===== config.mk =====
export PLATFORM = sky130hd
export DESIGN_NAME = sync_trigger_ctrl
export DESIGN_NICKNAME = d
export VERILOG_FILES = /design/src/rtl/sync_trigger_ctrl.sv
export SDC_FILE = /design/constraint.sdc
export NUM_CORES = 1
export LEC_CHECK = 0
export BUFFER_PORTS_ARGS = -buffer_cell sky130_fd_sc_hd__buf_4
export CAP_MARGIN = 40
export CORE_MARGIN = 4
export CORE_UTILIZATION = 62
export CTS_CLUSTER_SIZE = 16
export DETAILED_ROUTE_END_ITERATION = 6
export PLACE_DENSITY_LB_ADDON = 0.1
export SLEW_MARGIN = 20
export SYNTH_ARGS = -nofsm -noshare
export SYNTH_HDL_FRONTEND = slang
export SYNTH_SLANG_ARGS = --single-unit

===== constraint.sdc =====
create_clock -name clk -period 5.8 [get_ports clk]
set_input_delay 1.16 -clock clk [delete_from_list [all_inputs] [get_ports clk]]
set_output_delay 1.16 -clock clk [all_outputs]
set_load 0.01 [all_outputs]

===== src/rtl/sync_trigger_ctrl.sv =====
// rtl/sync_trigger_ctrl.sv - detonator/trigger sequencer for the sync block; SYNC_PHASE_ALIGN_EN enables phase-aligned output trigger
module sync_trigger_ctrl #(
   parameter int CLK_HZ       = 100_000_000,
   parameter int GATE_DELAY   = 1000,
   parameter int FIRE_WIDTH   = 10,
   parameter int DEBOUNCE     = 200,
   parameter int WIRE_TIMEOUT = 1_000_000,
   parameter int TRIG_WIDTH   = 50,
   parameter int CNT_W        = 24
) (
   input  logic       clk,
   input  logic       rst,
   input  logic       start_condition,
   input  logic       fast_gate,
   input  logic       phase_signal,
   input  logic       wire_sensor,
   output logic       detonator_fire,
   output logic       output_trigger,
   output logic       busy,
   output logic       fault,
   output logic [2:0] state_o
);

   typedef enum logic [2:0] {
      S_IDLE       = 3'd0,
      S_ARMED      = 3'd1,
      S_DELAY      = 3'd2,
      S_FIRE       = 3'd3,
      S_WAIT_WIRE  = 3'd4,
      S_WAIT_PHASE = 3'd5,
      S_TRIG       = 3'd6,
      S_FAULT      = 3'd7
   } state_t;

   localparam logic [CNT_W-1:0] ONE        = CNT_W'(1);
   localparam logic [CNT_W-1:0] GATE_LOAD  = CNT_W'(GATE_DELAY - 1);
   localparam logic [CNT_W-1:0] FIRE_LOAD  = CNT_W'(FIRE_WIDTH - 1);
   localparam logic [CNT_W-1:0] WIRE_LOAD  = CNT_W'(WIRE_TIMEOUT - 1);
   localparam logic [CNT_W-1:0] TRIG_LOAD  = CNT_W'(TRIG_WIDTH - 1);
   localparam logic [CNT_W-1:0] DEB_LAST   = CNT_W'(DEBOUNCE - 1);

   // bit 0 is the first synchronizer stage, bit 1 the metastability-safe output
   logic [1:0]       start_sync_q, start_sync_d;
   logic [1:0]       gate_sync_q, gate_sync_d;
   logic [1:0]       wire_sync_q, wire_sync_d;
   logic             start_prev_q, start_prev_d;
   logic             gate_prev_q, gate_prev_d;
   logic             start_rise, gate_rise, wire_hi;

   state_t           state_q, state_d;
   logic [CNT_W-1:0] cnt_q, cnt_d;
   logic [CNT_W-1:0] deb_q, deb_d;
   logic             fire_q, fire_d;
   logic             trig_q, trig_d;
   logic             busy_q, busy_d;
   logic             fault_q, fault_d;

   // CLK_HZ only documents the intended clock; phase_signal is consumed only when phase alignment is built
   logic             unused_cfg;

`ifdef SYNC_PHASE_ALIGN_EN
   logic [1:0]       phase_sync_q, phase_sync_d;
   logic             phase_prev_q, phase_prev_d;
   logic             phase_rise;

   assign unused_cfg = (CLK_HZ > 0);

   // phase reference synchronizer and edge register
   always_comb begin
      phase_sync_d = {phase_sync_q[0], phase_signal};
      phase_prev_d = phase_sync_q[1];
   end

   // phase synchronizer flops
   always_ff @(posedge clk or posedge rst) begin
      if (rst) begin
         phase_sync_q <= '0;
         phase_prev_q <= 1'b0;
      end else begin
         phase_sync_q <= phase_sync_d;
         phase_prev_q <= phase_prev_d;
      end
   end

   assign phase_rise = phase_sync_q[1] & ~phase_prev_q;
`else
   assign unused_cfg = (CLK_HZ > 0) ^ phase_signal;
`endif

   // synchronizer shift and edge-register next values; the wire is level-qualified so it needs no edge register
   always_comb begin
      start_sync_d = {start_sync_q[0], start_condition};
      gate_sync_d  = {gate_sync_q[0], fast_gate};
      wire_sync_d  = {wire_sync_q[0], wire_sensor};
      start_prev_d = start_sync_q[1];
      gate_prev_d  = gate_sync_q[1];
   end

   // synchronizer and edge flops
   always_ff @(posedge clk or posedge rst) begin
      if (rst) begin
         start_sync_q <= '0;
         gate_sync_q  <= '0;
         wire_sync_q  <= '0;
         start_prev_q <= 1'b0;
         gate_prev_q  <= 1'b0;
      end else begin
         start_sync_q <= start_sync_d;
         gate_sync_q  <= gate_sync_d;
         wire_sync_q  <= wire_sync_d;
         start_prev_q <= start_prev_d;
         gate_prev_q  <= gate_prev_d;
      end
   end

   assign start_rise = start_sync_q[1] & ~start_prev_q;
   assign gate_rise  = gate_sync_q[1] & ~gate_prev_q;
   assign wire_hi    = wire_sync_q[1];

   // next state, shared down-counter, debounce counter and next-state output decode
   always_comb begin
      state_d = state_q;
      cnt_d   = (cnt_q != '0) ? cnt_q - ONE : cnt_q;
      deb_d   = '0;
      case (state_q)
         S_IDLE: begin
            if (start_rise) state_d = S_ARMED;
         end
         S_ARMED: begin
            if (gate_rise) begin
               state_d = S_DELAY;
               cnt_d   = GATE_LOAD;
            end
         end
         S_DELAY: begin
            if (cnt_q == '0) begin
               state_d = S_FIRE;
               cnt_d   = FIRE_LOAD;
            end
         end
         S_FIRE: begin
            if (cnt_q == '0) begin
               state_d = S_WAIT_WIRE;
               cnt_d   = WIRE_LOAD;
            end
         end
         S_WAIT_WIRE: begin
            if (wire_hi && deb_q != DEB_LAST) deb_d = deb_q + ONE;
            if (wire_hi && deb_q == DEB_LAST) begin
               // acceptance takes priority over a timeout in the same cycle
`ifdef SYNC_PHASE_ALIGN_EN
               state_d = S_WAIT_PHASE;
`else
               state_d = S_TRIG;
               cnt_d   = TRIG_LOAD;
`endif
            end else if (cnt_q == '0) begin
               state_d = S_FAULT;
            end
         end
         S_WAIT_PHASE: begin
`ifdef SYNC_PHASE_ALIGN_EN
            if (phase_rise) begin
               state_d = S_TRIG;
               cnt_d   = TRIG_LOAD;
            end
`else
            state_d = S_IDLE;
`endif
         end
         S_TRIG: begin
            if (cnt_q == '0) state_d = S_IDLE;
         end
         S_FAULT: begin
            if (start_rise) state_d = S_ARMED;
         end
         default: state_d = S_IDLE;
      endcase

      fire_d  = (state_d == S_FIRE);
      trig_d  = (state_d == S_TRIG);
      busy_d  = !(state_d == S_IDLE || state_d == S_FAULT);
      fault_d = (state_d == S_FAULT);
   end

   // FSM, counters and registered outputs
   always_ff @(posedge clk or posedge rst) begin
      if (rst) begin
         state_q <= S_IDLE;
         cnt_q   <= '0;
         deb_q   <= '0;
         fire_q  <= 1'b0;
         trig_q  <= 1'b0;
         busy_q  <= 1'b0;
         fault_q <= 1'b0;
      end else begin
         state_q <= state_d;
         cnt_q   <= cnt_d;
         deb_q   <= deb_d;
         fire_q  <= fire_d;
         trig_q  <= trig_d;
         busy_q  <= busy_d;
         fault_q <= fault_d;
      end
   end

   assign detonator_fire = fire_q;
   assign output_trigger = trig_q;
   assign busy           = busy_q;
   assign fault          = fault_q;
   assign state_o        = state_q;

endmodule

==> run metrics, run 1 <==
final routed wirelength across all metal layers approximately 6400 um; Die Footprint 6407 sq um; row cnt 25; CTS Buf Count 9; register area share after synthesis 0.4899; Data arrival, critical path 3.02 ns; drc violations 0; dominant cell by count in the synthesized netlist sky130_fd_sc_hd__dfrtp_1; kind of end point of the critical path register; Slew Limit Headroom 0.4701; CTS tree done; Resize count post-CTS 0; Synthesis Warnings 0; Post-Syn Area 3218 sq um; number of max-slew violations in the final report 0; IO buf count 11; Peak VDD IR ~250 uV; clock slew seen by the registers of the worst setup and hold paths 0.07 ns; EDFF count, synth 0; post-synthesis simple-gate area fraction 0.2722; share of Yosys cell area claimed by the top area cell type 0.4899; Via Count 2497; transition time at the pin with the least slew margin 0.7846 ns; residual antenna-violating net count after detailed routing 0; antenna violations before repair 0; endpoints failing setup 0; main combinational cell family by area after synthesis simple AND/OR/NAND/NOR gates; hold buffer count at CTS 0; clock sink count 63; synthesized-area fraction occupied by ao, oa, aoi and oai cells 0.08981; number of global-route vias before repair 2386; Post-Synthesis Mean Instance Area ~9.5 sq um; setup repair after global routing missed its margin no; share of synthesized area spent on multiplexers 0.003110; Root Buffer sky130_fd_sc_hd__clkbuf_8; fraction of layout instances using a drive strength above 1 0.1148; total nets after synthesis roughly 350; crit path time final ~2.8 ns; setup TNS 0 ns; maximum number of pins on one net before global-route repair 64; post-CTS setup repair buffer count 0; xor and xnor area share after synthesis 0.1034; most frequently used flop master after synthesis sky130_fd_sc_hd__dfrtp_1; synthesis-stage register bit count 63; Leak 1.491 nW; horizontal die dimension 80.05 um; outcome complete, no violations; Area growth syn-to-layout 10.65%; average detailed-routed wire length per instance 15.11 um; CTS H-tree lvls 3; path category of the worst min-delay check reg -> reg; Worst Hold Margin around 0.36 ns; cell accounting for the most synthesized area sky130_fd_sc_hd__dfrtp_1; Initial Util 0.6595; highest achievable clock rate 353.8 MHz; Critical Path RT 6.00 ns; Critical Path Source Type register; synthesized-area fraction occupied by adder cells 0.01555; count of nets after finishing ~360; instance count of the mapped netlist 338; half-perimeter wire length after detailed placement 4450 um; Async SR Flop Fraction 1.000; top post-synthesis cells by area sky130_fd_sc_hd__dfrtp_1 49%, sky130_fd_sc_hd__nor2_1 5.9%, sky130_fd_sc_hd__xor2_1 5.4%; mean number of vias per cell 5.889; detailed router's first-iteration violation count 161; count of TritonRoute iterations in the first routing pass 4; routability congestion estimate 0.8341; unique cell type count in the Yosys netlist 48; first-pass GRT wire length around 11000 um; Post-Route Skew 0.007455 ns; power density of the placed cells roughly 350 nW/um^2; aggregate global routing overflow 0; Total GRT Usage 0.2295; Worst Path Max Fanout 5; num ports 13; final hold vios 0; worst skew pair latency between 0.3 and 0.4 ns; MaxCap Viol Count 0; share of the clock period used by the worst path 0.4873; standard cell core area around 5000 sq um; start-to-end type of the worst setup path reg -> reg; die outline height approximately 80 um; number of buffers between clock root and the deepest sink 2; most common library cells after synthesis 63 x sky130_fd_sc_hd__dfrtp_1, 51 x sky130_fd_sc_hd__nor2_1, 28 x sky130_fd_sc_hd__nand2_1; antenna cells 0
==> state kept, by name, indices dropped and copies added (netlist names) <==
signal	flops
busy	1
cnt_q	24
deb_q	24
detonator_fire	1
fault	1
gate_prev_q	1
gate_sync_q	2
output_trigger	1
start_prev_q	1
start_sync_q	2
state_o	3
wire_sync_q	2
==> logic make-up (layout without fill, tap and decap cells) <==
group	after synthesis	after routing
fa+ha+maj	4	4
simple gates	167	167
flops	63	63
compound gates	45	45
buf+inv	20	39
xor+xnor	38	38
mux	1	1
==> layer usage <==
metal	up-vias	routed length, um	GRT usage
met5	-	0	0
met2	55	3006	0.3551
met1	1206	2956	0.3003
met3	15	292	0.05305
li1	1221	-	-
met4	0	149	0.1182
==> final timing paths <==
kind / start / end / slack, ns / cells after the start
setup reg to reg: cnt_q[3] / cnt_q[1] / 2.97 / 5
hold reg to reg: gate_sync_q[0] / gate_sync_q[1] / 0.36 / 0
setup / recovery: cnt_q[3] / cnt_q[1] / 2.97 / 5
hold / removal: gate_sync_q[0] / gate_sync_q[1] / 0.36 / 0
min in group asynchronous: rst / cnt_q[4] / 0.75 / 3
max in group asynchronous: rst / deb_q[3] / 4.58 / 4
==> per-stage QoR <==
stage / cell area, sq um / total power, W / worst slack, ns / util / std cells
2_1_floorplan: 3218 / 0.0008190 / 3.070 / - / 338
3_3_place_gp: 3338 / 0.0008829 / 2.783 / 0.6841 / 405
3_5_place_dp: 3358 / 0.0009004 / 3.095 / 0.6882 / 407
4_1_cts: 3533 / 0.001241 / 3.029 / 0.7241 / 423
5_1_grt: 3561 / 0.001312 / 2.820 / 0.7297 / 424
6_report: 3561 / 0.001242 / 2.974 / 0.7297 / 424
==> worst max-delay path: stages (launching register included) <==
cell and delay [ns]:
sky130_fd_sc_hd__dfrtp_1 0.42, sky130_fd_sc_hd__or4_4 0.56, sky130_fd_sc_hd__or3_4 0.36, sky130_fd_sc_hd__or3_1 0.47, sky130_fd_sc_hd__o41ai_1 0.68, sky130_fd_sc_hd__o21ai_1 0.18
==> report_power, final <==
group | total [W] | switching [W] | internal, W
logic | 0.000287 | 0.000153 | 0.000135
clock network | 0.000338 | 0.000162 | 0.000175
registers | 0.000617 | 0.000101 | 0.000516
==> cell usage in the layout, fill, tap and decap left out, drive strengths merged, types with 2 or more instances in the layout <==
cell type,synthesis,final
xnor2,18,18
or3,13,13
or4,2,2
nand4,7,7
nand3,14,14
and4,4,4
a211oi,4,4
nor4b,5,5
a31oi,3,3
nor2,51,51
buf,2,15
clkbuf,10,12
inv,8,8
or2,2,2
and3,4,4
nor2b,2,2
a21o,2,2
nor4,10,10
clkinv,0,4
xor2,20,20
o31ai,2,2
o21ai,12,12
o211ai,2,2
ha,4,4
nor3,11,11
dfrtp,63,63
nand2,28,28
and2,4,4
nand2b,6,6
a21oi,13,13
==> area by class of cell <==
type | instances | area, sq um
timing repair buffer | 15 | 137.6
clock inverter | 4 | 20.02
clock buffer | 12 | 155.1
tap | 67 | 83.83
multi-input combinational | 255 | 1558
sequential | 63 | 1577
inverter | 8 | 30.03
fill | 373 | 1319
Note: power is estimated with default switching activity, not from simulation.
==> run 2: changes to the inputs <==
CORE_UTILIZATION = 55   (was 62)
clock period = 2.4 ns   (was 5.8 ns; I/O delays follow)
==> run 2 against run 1 <==
The flow now finishes with violations (negative setup slack). Total power grew to 2.7 times the previous value. Die area up 11%. Sequential cell count is the same. Sequential power up 140%. Worst setup slack worse by 3.0 ns. Core utilization is 4.0 points lower. Largest power group unchanged. Highest routed layer unchanged.
==> run metrics, run 2 (synthesis gave the netlist of run 1 again) <==
violations in the final reports negative setup slack; Worst Path Max Fanout 5 (unchanged); detailed router's first-iteration violation count 115 (was 161); routability congestion estimate 0.8287 (was 0.8341); Total GRT Usage 0.2000 (was 0.2295); Layout Utilization 0.6898 (was 0.7297); Peak VDD IR 476.3 uV (was 249.0 uV); CTS H-tree lvls 3 (unchanged); antenna violations before repair 0 (unchanged); num ports 13 (unchanged); Internal 0.002208 W (was 0.0008266 W); number of max-slew violations in the final report 0 (unchanged); multi-input gate area in the final layout 1645 sq um (was 1558 sq um); Post-Route Skew 0.009504 ns (was 0.007455 ns); half-perimeter wire length after detailed placement 4481 um (was 4450 um); horizontal die dimension 84.49 um (was 80.05 um); number of global-route vias before repair 2568 (was 2386); clock sink count 63 (unchanged); residual antenna-violating net count after detailed routing 0 (unchanged); highest achievable clock rate 414.4 MHz (was 353.8 MHz); logic gate share of total power 0.285 (was 0.231); crit-path leading delay family simple AND/OR/NAND/NOR gates (unchanged); Initial Util 0.5773 (was 0.6595); Critical Path Source Type register (unchanged); crit path time final 2.413 ns (was 2.826 ns); CTS tree done (unchanged); outcome complete, but fails checks (was complete, no violations); path category of the worst min-delay check in -> async (was reg -> reg); row cnt 27 (was 25); clock network fraction of total power 0.276 (was 0.272); leading cell types in the layout, fill and taps excluded 63 x sky130_fd_sc_hd__dfrtp_1, 50 x sky130_fd_sc_hd__nor2_1, 38 x sky130_fd_sc_hd__buf_4 (was 63 x sky130_fd_sc_hd__dfrtp_1, 51 x sky130_fd_sc_hd__nor2_1, 28 x sky130_fd_sc_hd__nand2_1); net switching power 0.001093 W (was 0.0004155 W); slowest cell delay on critical path 0.56 ns (was 0.68 ns); Worst Hold Margin 0.1947 ns (was 0.3588 ns); first-pass GRT wire length 11570 um (was 11200 um); mean number of vias per cell 5.681 (was 5.889); share of the clock period used by the worst path 1.006 (was 0.4873); clock slew seen by the registers of the worst setup and hold paths 0.07 ns (about the same); aggregate global routing overflow 0 (unchanged); number of buffers between clock root and the deepest sink 2 (unchanged); Slew Limit Headroom 0.6278 (was 0.4701); Area growth syn-to-layout 19.48% (was 10.65%); Leak 1.617 nW (was 1.491 nW); standard cell core area 5574 sq um (was 4880 sq um); MaxCap Viol Count 0 (unchanged); crit path cell chain or4_4, or3_4, or4b_4, buf_4, nor2_1, or3_1, and3_1 (was or4_4, or3_4, or3_1, o41ai_1, o21ai_1); Root Buffer sky130_fd_sc_hd__clkbuf_8 (unchanged); average detailed-routed wire length per instance 14.78 um (was 15.11 um); post-layout worst setup margin -0.01341 ns (was 2.974 ns); Via Count 2579 (was 2497); switching share of power 0.3311 (was 0.3345); final routed wirelength across all metal layers 6709 um (was 6405 um); endpoints failing setup 4 (was 0); count of TritonRoute iterations in the first routing pass 4 (unchanged); wire length the detailed router placed on met1 3111 um (was 2956 um); Data arrival, critical path 2.69 ns (was 3.02 ns); transition time at the pin with the least slew margin 0.5583 ns (was 0.7846 ns); FF/Latch Area 1577 sq um (unchanged); die outline height 84.49 um (was 80.05 um); count of nets after finishing 387 (was 362); setup repair after global routing missed its margin yes (was no); CTS Buf Count 9 (unchanged); Die Footprint 7139 sq um (was 6407 sq um); Buf/Inv on CP 1 (was 0); most frequent standard cell in the layout excluding fill and tap cells sky130_fd_sc_hd__dfrtp_1 (unchanged); power density of the placed cells 858.7 nW/um^2 (was 348.8 nW/um^2); maximum number of pins on one net before global-route repair 64 (unchanged); met2 layer wire length in the routed design 3226 um (was 3006 um); final hold vios 0 (unchanged); Filler Cells Inserted 446 (was 373); start-to-end type of the worst setup path reg -> reg (unchanged); Seq pwr share 0.439 (was 0.497); fraction of layout instances using a drive strength above 1 0.2068 (was 0.1148); IO buf count 11 (unchanged); worst skew pair latency 0.34 ns (was 0.35 ns); kind of end point of the critical path register (unchanged); length of routed met3 wiring 258 um (was 292 um); worst setup slack for register-to-register paths -0.01 ns (was 2.97 ns); CP max stage cell sky130_fd_sc_hd__or4b_4 (was sky130_fd_sc_hd__o41ai_1); Critical Path RT 2.68 ns (was 6.00 ns); highest metal layer with signal wires met4 (unchanged); drc violations 0 (unchanged); antenna cells 0 (unchanged)
==> run 2: metrics by stage <==
stage / setup TNS (ns) / total power [W] / std cells / setup WS [ns] / area (sq um)
final: -0.03103 / 0.003302 / 454 / -0.01341 / 3845
after floorplan: 0 / 0.001979 / 338 / 0.03539 / 3218
after detailed placement: -0.1007 / 0.002323 / 434 / -0.03048 / 3537
after global placement: -0.03178 / 0.002285 / 434 / -0.01741 / 3537
after CTS: -0.04390 / 0.003243 / 451 / -0.02216 / 3750
after global routing: -0.4168 / 0.003505 / 454 / -0.08559 / 3845
==> run 2: layer usage <==
layer | vias up | track usage
li1 | 1270 | -
met1 | 1250 | 0.2642
met2 | 47 | 0.3217
met3 | 12 | 0.04220
met4 | 0 | 0.08058
met5 | - | 0
==> run 2: final cells by class <==
| cell class | count | area share |
|---|---|---|
| timing repair buffer | 39 | 0.07940 |
| clock inverter | 6 | 0.01562 |
| multi-input combinational | 256 | 0.4279 |
| sequential | 63 | 0.4100 |
| tap | 72 | 0.02343 |
| clock buffer | 10 | 0.03580 |
| inverter | 8 | 0.007810 |
==> run 2: final timing paths <==
path / startpoint / endpoint / cells after the start
setup / recovery: cnt_q[5] / cnt_q[3] / 7
hold / removal: rst / gate_prev_q / 3
setup reg to reg: cnt_q[5] / cnt_q[3] / 7
hold reg to reg: wire_sync_q[0] / wire_sync_q[1] / 0
max in group asynchronous: rst / cnt_q[14] / 3
min in group clk: start_condition / start_sync_q[0] / 1
==> run 2: what timing repair did <==
action | 4_1_cts | 5_1_grt
gates resized for setup | 2 | 13
hold buffers | 0 | 0
setup buffers | 1 | 2
pin swaps | 1 | 3
setup endpoints to repair | 7 | 22
gates cloned | 0 | 1
==> run 2: power by group through the flow <==
stage | registers [W] | logic, W | clock network, W
global route | 0.00148 | 0.00104 | 0.000983
finish | 0.00145 | 0.000939 | 0.000913
detailed placement | 0.00145 | 0.000871 | 0
CTS | 0.00143 | 0.000881 | 0.000928
floorplan | 0.00142 | 0.000557 | 0
global placement | 0.00144 | 0.000844 | 0
==> run 2: worst register-to-register path: cells and delay by family, from the launching register on <==
kind / cells / cell delay (ns)
buffers and inverters: 1 / 0.17
DFF: 1 / 0.38
and+or+nand+nor: 6 / 1.79
==> run 3: changes to the inputs <==
CORE_UTILIZATION = 61   (was 55)
clock period = 2.45 ns   (was 2.4 ns; I/O delays follow)
==> run 3 against run 2 <==
The flow now finishes without violations. Maximum frequency grew 0.80%. Combinational power shrank 3.2%. Sequential power shrank 3%. Worst setup slack gained 0.069 ns. Largest cell class unchanged. Highest routed layer unchanged.
==> run metrics, run 3 (synthesis gave the netlist of run 1 again) <==
outcome complete, no violations (was complete, but fails checks); drc violations 0 (unchanged); post-layout worst setup margin 0.05568 ns (was -0.01341 ns); setup repair after global routing missed its margin yes (unchanged); Filler Cells Inserted 367 (was 446); slowest cell delay on critical path 0.56 ns (about the same); worst skew pair latency 0.35 ns (was 0.34 ns); Critical Path Source Type register (unchanged); number of max-slew violations in the final report 0 (unchanged); half-perimeter wire length after detailed placement 4576 um (was 4481 um); Slew Limit Headroom 0.6318 (was 0.6278); MaxCap Viol Count 0 (unchanged); average detailed-routed wire length per instance 15.10 um (was 14.78 um); first-pass GRT wire length 11540 um (was 11570 um); row cnt 26 (was 27); Peak VDD IR 419.0 uV (was 476.3 uV); start-to-end type of the worst setup path reg -> reg (unchanged); Leak 1.601 nW (was 1.617 nW); final hold vios 0 (unchanged); Data arrival, critical path 2.62 ns (was 2.69 ns); detailed router's first-iteration violation count 189 (was 115); CTS H-tree lvls 3 (unchanged); standard cell core area 5107 sq um (was 5574 sq um); antenna cells 0 (unchanged); Worst Path Max Fanout 6 (was 5); worst setup slack for register-to-register paths 0.06 ns (was -0.01 ns); count of TritonRoute iterations in the first routing pass 4 (unchanged); clock slew seen by the registers of the worst setup and hold paths 0.08 ns (was 0.07 ns); Critical Path RT 2.68 ns (about the same); Post-Route Skew 0.01252 ns (was 0.009504 ns); kind of end point of the critical path register (unchanged); number of buffers between clock root and the deepest sink 2 (unchanged); antenna violations before repair 0 (unchanged); Die Footprint 6501 sq um (was 7139 sq um); routability congestion estimate 0.8882 (was 0.8287); highest achievable clock rate 417.7 MHz (was 414.4 MHz); Area growth syn-to-layout 17.69% (was 19.48%); count of nets after finishing 383 (was 387); post-layout total power 0.003244 W (was 0.003302 W); source of the worst register-to-register timing path cnt_q[5] (unchanged); die outline height 80.63 um (was 84.49 um); final routed wirelength across all metal layers 6767 um (was 6709 um); Root Buffer sky130_fd_sc_hd__clkbuf_8 (unchanged); maximum number of pins on one net before global-route repair 40 (was 64); CTS tree done (unchanged); dpl ws 0.03398 ns (was -0.03048 ns); CTS Buf Count 9 (unchanged); residual antenna-violating net count after detailed routing 0 (unchanged); crit path cell chain or4_4, or3_4, or4b_4, nand3_1, xor2_1, a31oi_1 (was or4_4, or3_4, or4b_4, buf_4, nor2_1, or3_1, and3_1); share of the clock period used by the worst path 0.9773 (was 1.006); CP max stage cell sky130_fd_sc_hd__or4b_4 (unchanged); transition time at the pin with the least slew margin 0.5515 ns (was 0.5583 ns); horizontal die dimension 80.63 um (was 84.49 um); power density of the placed cells 856.6 nW/um^2 (was 858.7 nW/um^2); Initial Util 0.6301 (was 0.5773); launch point of the critical path cnt_q[5] (unchanged); most frequent standard cell in the layout excluding fill and tap cells sky130_fd_sc_hd__dfrtp_1 (unchanged); mean number of vias per cell 5.810 (was 5.681); endpoints failing setup 0 (was 4); aggregate global routing overflow 0 (unchanged); Via Count 2603 (was 2579); post-place instance area 3527 sq um (was 3537 sq um); final cell area excluding filler cells 3787 sq um (was 3845 sq um); path category of the worst min-delay check in -> async (unchanged); leading cell types in the layout, fill and taps excluded 63 x sky130_fd_sc_hd__dfrtp_1, 51 x sky130_fd_sc_hd__nor2_1, 33 x sky130_fd_sc_hd__buf_4 (was 63 x sky130_fd_sc_hd__dfrtp_1, 50 x sky130_fd_sc_hd__nor2_1, 38 x sky130_fd_sc_hd__buf_4); fraction of layout instances using a drive strength above 1 0.1825 (was 0.2068); Total GRT Usage 0.2322 (was 0.2000); crit path time final 2.394 ns (was 2.413 ns); IO buf count 11 (unchanged); number of global-route vias before repair 2454 (was 2568); clock sink count 63 (unchanged); num ports 13 (unchanged)
-- run 3: cell count changes in the layout (fill, tap and decap cells not counted), sizes merged --
cell,change
inv,+3
clkinvlp,-2
clkbuf,-1
buf,-4
-- run 3: area by class of cell --
| type | count | area [sq um] | share of cell area |
|---|---|---|---|
| clock buffers | 9 | 123.9 | 0.03271 |
| clock inverters | 7 | 78.83 | 0.02081 |
| inverters | 8 | 30.03 | 0.007929 |
| multi-input cells | 256 | 1612 | 0.4255 |
| flip-flops and latches | 63 | 1577 | 0.4163 |
| well taps | 70 | 87.58 | 0.02313 |
| repair buffers | 35 | 279.0 | 0.07367 |
-- run 3: final timing paths --
| path | to | cells after the start |
|---|---|---|
| min in group clk | start_sync_q[0] | 1 |
| max in group asynchronous | deb_q[17] | 3 |
| min reg2reg | gate_sync_q[1] | 0 |
| min | gate_sync_q[0] | 2 |
| max reg2reg | cnt_q[4] | 6 |
| max | cnt_q[4] | 6 |
-- run 3: metal layers --
| metal | vias to the layer above | share of wire | track usage |
|---|---|---|---|
| met5 | - | 0 | 0 |
| met3 | 12 | 0.048 | 0.05045 |
| met2 | 68 | 0.49 | 0.3642 |
| met4 | 0 | 0.016 | 0.09122 |
| li1 | 1264 | - | - |
| met1 | 1259 | 0.45 | 0.3138 |
-- run 3: repair_timing --
item	in CTS	in global routing
endpoints found under the setup margin	0	21
buffers inserted	0	0
resized for setup	0	9
hold buffers	0	0
-- run 3: worst max-delay path, delay by kind of cell (launching register included) --
family / cells / cell delay, ns
simple gates: 4 / 1.63
flops: 1 / 0.38
compound gates: 1 / 0.10
xor+xnor: 1 / 0.16
-- run 3: report_power, final --
| group | internal (W) | leakage [nW] | switching (W) |
|---|---|---|---|
| Combinational | 0.000437 | 0.677 | 0.000472 |
| Clock | 0.000482 | 0.105 | 0.000448 |
| Sequential | 0.00122 | 0.819 | 0.000185 |
| Total | 0.00214 | 1.60 | 0.00110 |
-- run 3: stage by stage --
step	instances	util	hold slack, ns	setup TNS, ns
floorplan	338	-	0.3312	0
global placement	431	0.6906	0.3339	0
detailed placement	431	0.6906	0.3378	0
CTS	447	0.7303	0.1897	0
global route	448	0.7415	0.2211	-0.02569
finish	448	0.7415	0.1870	0
